===== src/rtl/q2_div_recover.sv =====
// ============================================================================
// Module   : q2_div_recover
// Purpose  : Radix-2 restoring divider. Recovers num2 and a remainder from a
//            product of the form 7*num1*num2 and a known num1.
// Revision : 1.0 - initial release
// ============================================================================
`default_nettype none

module q2_div_recover #(
    parameter int N  = 20,
    parameter int PW = 2*N+3
) (
    input  logic          clk,
    input  logic          rst,
    input  logic          start,
    input  logic [PW-1:0] product,
    input  logic [N-1:0]  num1,
    output logic          busy,
    output logic          done,
    output logic [N-1:0]  num2,
    output logic [N+2:0]  rem,
    output logic          exact,
    output logic          ovf,
    output logic          err
);

    localparam int CW = $clog2(PW);

    localparam logic [1:0] C_IDLE = 2'd0;
    localparam logic [1:0] C_CALC = 2'd1;
    localparam logic [1:0] C_FIN  = 2'd2;

    logic [1:0]    state_q, state_d;
    logic [CW-1:0] cnt_q,   cnt_d;
    logic [N+2:0]  div_q,   div_d;
    logic [PW-1:0] dvd_q,   dvd_d;
    logic [PW-1:0] quo_q,   quo_d;
    logic [N+2:0]  part_q,  part_d;
    logic [N-1:0]  num2_q,  num2_d;
    logic [N+2:0]  rem_q,   rem_d;
    logic          exact_q, exact_d;
    logic          ovf_q,   ovf_d;
    logic          err_q,   err_d;

    logic          w_accept;
    logic          w_zero;
    logic [N+2:0]  w_div7;
    logic [N+3:0]  w_shift;
    logic [N+3:0]  w_sub;
    logic          w_ge;
    logic [N+2:0]  w_rnext;
    logic [PW-1:0] w_qnext;

    assign w_accept = (state_q == C_IDLE) && start;
    assign w_zero   = (num1 == '0);
    assign w_div7   = {num1, 3'b000} - {3'b000, num1};

    // One restoring step: shift in the next dividend bit, subtract if it fits.
    assign w_shift = {part_q, dvd_q[cnt_q]};
    assign w_sub   = w_shift - {1'b0, div_q};
    assign w_ge    = (w_shift >= {1'b0, div_q});
    assign w_rnext = w_ge ? w_sub[N+2:0] : w_shift[N+2:0];
    assign w_qnext = {quo_q[PW-2:0], w_ge};

    // State register
    always_ff @(posedge clk) begin
        if (rst) begin
            state_q <= C_IDLE;
        end else begin
            state_q <= state_d;
        end
    end

    // Next-state logic
    always_comb begin
        state_d = state_q;
        case (state_q)
            C_IDLE: if (start) state_d = w_zero ? C_FIN : C_CALC;
            C_CALC: if (cnt_q == '0) state_d = C_FIN;
            C_FIN:  state_d = C_IDLE;
            default: state_d = C_IDLE;
        endcase
    end

    // Output logic
    always_comb begin
        busy = (state_q != C_IDLE);
        done = (state_q == C_FIN);
    end

    // Datapath next values; results are captured on the edge that enters FIN.
    always_comb begin
        cnt_d   = cnt_q;
        div_d   = div_q;
        dvd_d   = dvd_q;
        quo_d   = quo_q;
        part_d  = part_q;
        num2_d  = num2_q;
        rem_d   = rem_q;
        exact_d = exact_q;
        ovf_d   = ovf_q;
        err_d   = err_q;
        if (w_accept) begin
            div_d   = w_div7;
            dvd_d   = product;
            quo_d   = '0;
            part_d  = '0;
            cnt_d   = CW'(PW-1);
            num2_d  = '0;
            rem_d   = '0;
            exact_d = 1'b0;
            ovf_d   = 1'b0;
            err_d   = 1'b0;
            if (w_zero) begin
                err_d  = 1'b1;
                num2_d = '1;
            end
        end else if (state_q == C_CALC) begin
            part_d = w_rnext;
            quo_d  = w_qnext;
            if (cnt_q == '0) begin
                num2_d  = w_qnext[N-1:0];
                rem_d   = w_rnext;
                ovf_d   = |w_qnext[PW-1:N];
                exact_d = (w_rnext == '0);
            end else begin
                cnt_d = cnt_q - CW'(1);
            end
        end
    end

    always_ff @(posedge clk) begin
        if (rst) begin
            cnt_q   <= '0;
            div_q   <= '0;
            dvd_q   <= '0;
            quo_q   <= '0;
            part_q  <= '0;
            num2_q  <= '0;
            rem_q   <= '0;
            exact_q <= 1'b0;
            ovf_q   <= 1'b0;
            err_q   <= 1'b0;
        end else begin
            cnt_q   <= cnt_d;
            div_q   <= div_d;
            dvd_q   <= dvd_d;
            quo_q   <= quo_d;
            part_q  <= part_d;
            num2_q  <= num2_d;
            rem_q   <= rem_d;
            exact_q <= exact_d;
            ovf_q   <= ovf_d;
            err_q   <= err_d;
        end
    end

    assign num2  = num2_q;
    assign rem   = rem_q;
    assign exact = exact_q;
    assign ovf   = ovf_q;
    assign err   = err_q;

endmodule

`default_nettype wire


===== config.mk =====
export PLATFORM = sky130hd
export DESIGN_NAME = q2_div_recover
export DESIGN_NICKNAME = d
export VERILOG_FILES = /design/src/rtl/q2_div_recover.sv
export SDC_FILE = /design/constraint.sdc
export NUM_CORES = 1
export LEC_CHECK = 0
export CAP_MARGIN = 25
export CELL_PAD_IN_SITES_DETAIL_PLACEMENT = 1
export CELL_PAD_IN_SITES_GLOBAL_PLACEMENT = 1
export CORE_MARGIN = 4
export CORE_UTILIZATION = 40
export CTS_CLUSTER_DIAMETER = 150
export CTS_CLUSTER_SIZE = 16
export DETAILED_ROUTE_END_ITERATION = 6
export GPL_ROUTABILITY_DRIVEN = 0
export HOLD_SLACK_MARGIN = 0.05
export PLACE_DENSITY_LB_ADDON = 0.1
export REMOVE_ABC_BUFFERS = 1
export SYNTH_ARGS = -nofsm -noshare
export SYNTH_HDL_FRONTEND = slang
export SYNTH_SLANG_ARGS = --single-unit

===== constraint.sdc =====
create_clock -name clk -period 5.12 [get_ports clk]
set_input_delay 1.28 -clock clk [delete_from_list [all_inputs] [get_ports clk]]
set_output_delay 1.28 -clock clk [all_outputs]
set_load 0.03 [all_outputs]

==> impl_metrics.env, run 1 <==
export IMPL_cts_sinks=185
export IMPL_holdCritPathClass="flop to flop"
export IMPL_synth_yosys_seq_area_share=0.387
export IMPL_detailroute_via_count=8778
export IMPL_ys_ff_latch=185
export IMPL_fin_setup_tns_ns=0
export IMPL_yosys_area_top_type="sky130_fd_sc_hd__dfxtp_1"
export IMPL_detail_route_drc_violations=0
export IMPL_crit_arrival_ns=5.21
export IMPL_total_length_of_routed_wires_mm=28.0
export IMPL_fp_dieW_um=163
export IMPL_power_leakage_nw=4.29
export IMPL_grt_start_max_net_pins=88
export IMPL_rr_endpoint="exact"
export IMPL_timing_hold_worst_path_depth=2
export IMPL_start_util=0.407
export IMPL_reg2reg_from="cnt_q[0]"
export IMPL_gr_total_overflow=0
export IMPL_fmax_mhz=207
export IMPL_unique_masters_post_synth=72
export IMPL_synth_async_sr_flop_share=0
export IMPL_dpl_cell_count=1575
export IMPL_critical_path_startpoint_type="flop"
export IMPL_routedWlPerCell_um=17.4
export IMPL_worst_skew_pair_late_latency_ns=0.44
export IMPL_ys_warn_count=0
export IMPL_clock_pin_slew_on_the_worst_setup_and_hold_paths_ns=0.08
export IMPL_die_area_sq_mm=0.0265
export IMPL_worst_supply_voltage_drop_on_vdd_mv=0.167
export IMPL_tritoncts="yes"
export IMPL_hold_viol_final=0
export IMPL_area_share_of_the_leading_cell_type_in_the_synthesized_netlist=0.387
export IMPL_slew_violations=0
export IMPL_grt_usage=0.210
export IMPL_worst_slew_pin_transition_ns=0.935
export IMPL_timing_slew_headroom=0.377
export IMPL_cts_htree_levels=4
export IMPL_setup_worst_path_end_class="flop"
export IMPL_die_h_um=163
export IMPL_outcome="finished, final reports clean"
export IMPL_critical_path_peak_fanout=14
export IMPL_p_per_area_mw_per_mm2=384
export IMPL_tritoncts_buffer_count=17
export IMPL_layout_filler_cells=2929
export IMPL_syn_mean_instance_area_sq_um=7.93
export IMPL_criticalPathCategory="flop to flop"
export IMPL_design_portCount=114
export IMPL_drive_gt1_frac=0.0621
export IMPL_drv_max_cap_violation_count=0
export IMPL_design_power_total_w=0.00443
export IMPL_post_cts_buffers=0
export IMPL_fin_nets=1385
export IMPL_grt_pass1_vias=8857
export IMPL_final_min_clock_period_ns=4.84
export IMPL_first_iter_violations=477
export IMPL_crit_required_ns=5.49
export IMPL_synth_most_common_cell="sky130_fd_sc_hd__nand2_1"
export IMPL_viasPerCell=5.46
export IMPL_placement_io_buffers=113
export IMPL_post_dp_hpwl_mm=20.3
export IMPL_hold_worst_slack_ns=0.455
export IMPL_diodes=0
export IMPL_core_area_sq_mm=0.0235
export IMPL_min_delay_worst_endpoint="dvd_q[38]"
export IMPL_setup_reg_to_reg_worst_slack_ns=0.28
export IMPL_ctsRootBufferMaster="sky130_fd_sc_hd__clkbuf_16"
export IMPL_timing_final_setup_violations=0
export IMPL_unrepaired_setup_endpoints_after_global_routing="no"
export IMPL_synth_cells_most_frequent="sky130_fd_sc_hd__nand2_1 (248), sky130_fd_sc_hd__dfxtp_1 (185), sky130_fd_sc_hd__a21oi_1 (174)"
export IMPL_dr_pass1_iters=4
export IMPL_cts_buffer_depth=2
export IMPL_number_of_standard_cells_in_the_layout_taps_in_and_fillers_out=1607
export IMPL_layout_worst_path_cycle_share=0.944
export IMPL_largest_cells_by_area_after_synthesis="sky130_fd_sc_hd__dfxtp_1 (39%), sky130_fd_sc_hd__nand2_1 (9.7%), sky130_fd_sc_hd__a21oi_1 (9.1%)"
export IMPL_holdCritStartpoint="dvd_q[38]"
export IMPL_ant_nets=0
export IMPL_postSynthCellCount=1208
export IMPL_final_setup_skew_ns=0.0167
export IMPL_rows=56
export IMPL_worstRegToRegCells=18
export IMPL_global_route_wire_length_before_repair_mm=45.5
export IMPL_synth_edff_count=0
export IMPL_dominantRegCellSynth="sky130_fd_sc_hd__dfxtp_1"
export IMPL_post_synth_instance_area_sq_mm=0.00958
export IMPL_area_growth_pct=20.3
export IMPL_number_of_antenna_violations_at_the_first_check_in_global_routing=0
## area by class of cell
| class | count | area (sq um) | share of cell area |
|---|---|---|---|
| flip-flops and latches | 185 | 3700 | 0.322 |
| clock inverters | 15 | 213 | 0.0185 |
| multi-input cells | 890 | 5350 | 0.464 |
| repair buffers | 126 | 1220 | 0.106 |
| inverters | 55 | 206 | 0.0179 |
| clock buffers | 17 | 425 | 0.0369 |
| well taps | 319 | 399 | 0.0346 |
## cell families (layout without fill, tap and decap cells)
group                    count (synthesis)  after routing  synth area share
AND/OR/NAND/NOR                        446            446             0.201
AO/OA/AOI/OAI                          340            340             0.223
flip-flops                             185            185             0.387
buffers and inverters                  133            213            0.0566
adder cells (fa/ha/maj)                 44             44            0.0583
XOR/XNOR                                32             32            0.0293
multiplexers                            28             28            0.0453
## routing by layer
layer	up-vias	part of all wire	GRT usage
li1	4358	-	-
met1	4220	0.46	0.271
met2	151	0.48	0.355
met3	49	0.033	0.0316
met4	0	0.030	0.0816
met5	-	0	0
## critical path: stages, from the launching register on
cell and delay (ns):
sky130_fd_sc_hd__dfxtp_1 0.32, sky130_fd_sc_hd__buf_4 0.25, sky130_fd_sc_hd__mux4_2 0.53, sky130_fd_sc_hd__mux4_2 0.48, sky130_fd_sc_hd__mux2i_1 0.15, sky130_fd_sc_hd__nor2_1 0.07
sky130_fd_sc_hd__a21oi_2 0.18, sky130_fd_sc_hd__ha_1 0.20, sky130_fd_sc_hd__inv_1 0.05, sky130_fd_sc_hd__fa_1 0.40, sky130_fd_sc_hd__nand3_1 0.14, sky130_fd_sc_hd__nand2_1 0.16
sky130_fd_sc_hd__a311oi_2 0.41, sky130_fd_sc_hd__a2111oi_1 0.19, sky130_fd_sc_hd__or4_4 0.52, sky130_fd_sc_hd__a211o_1 0.31, sky130_fd_sc_hd__a211oi_2 0.22, sky130_fd_sc_hd__nand4_1 0.11
sky130_fd_sc_hd__nand2_1 0.08
## timing repair
action	CTS	global route
endpoints found under the setup margin	0	1
hold buffers	0	0
resized for setup	0	2
## state kept, by name, indices dropped and copies added, names as in the netlist
| signal | flops |
|---|---|
| ovf | 1 |
| part_q | 23 |
| exact | 1 |
| div_q | 23 |
| dvd_q | 43 |
| num2 | 20 |
| rem | 23 |
| cnt_q | 6 |
| state_q | 2 |
| quo_q | 42 |
| err | 1 |
## stage by stage
stage,worst slack (ns),area [sq um],util
after floorplan,-0.464,9240,-
after global placement,0.491,10900,0.462
after detailed placement,0.333,10900,0.462
after CTS,0.297,11500,0.489
after global routing,0.0784,11500,0.489
final,0.285,11500,0.489
## worst max path at each step
stage                           to  startpoint  slack [ns]
after detailed placement     exact    cnt_q[0]        0.33
after CTS                    exact    cnt_q[0]        0.30
after floorplan           num2[10]  state_q[0]       -0.46
final                        exact    cnt_q[0]        0.28
after global placement       exact    cnt_q[0]        0.49
after global routing         exact    cnt_q[0]        0.08
## where the power goes
group / internal [W] / switching [W]
sequential: 0.00152 / 0.0000706
clock: 0.000720 / 0.000690
combinational: 0.000553 / 0.000875
## placed cells by master, fill, tap and decap left out, drive strengths merged, types with 13 or more instances in the layout
cell type and instances:
mux2i 13, a211oi 39, nand2 248, nor2 95
a21oi 177, a22oi 19, dfxtp 185, clkbuf 17
nand3 17, clkdlybuf4s50 112, ha 43, nor3 17
inv 63, buf 14, o21ai 27, xnor2 20
Power figures use the tool's default switching activity.
==> run 2: changes to the inputs <==
--- a/config.mk
+++ b/config.mk
@@ -5,7 +5,7 @@
 export SDC_FILE = /design/constraint.sdc
 export NUM_CORES = 1
 export LEC_CHECK = 0
-export CAP_MARGIN = 25
+export CAP_MARGIN = 20
 export CELL_PAD_IN_SITES_DETAIL_PLACEMENT = 1
 export CELL_PAD_IN_SITES_GLOBAL_PLACEMENT = 1
 export CORE_MARGIN = 4
==> results of run 2 <==
The final DEF is identical to that of run 1; final timing and power are the same.
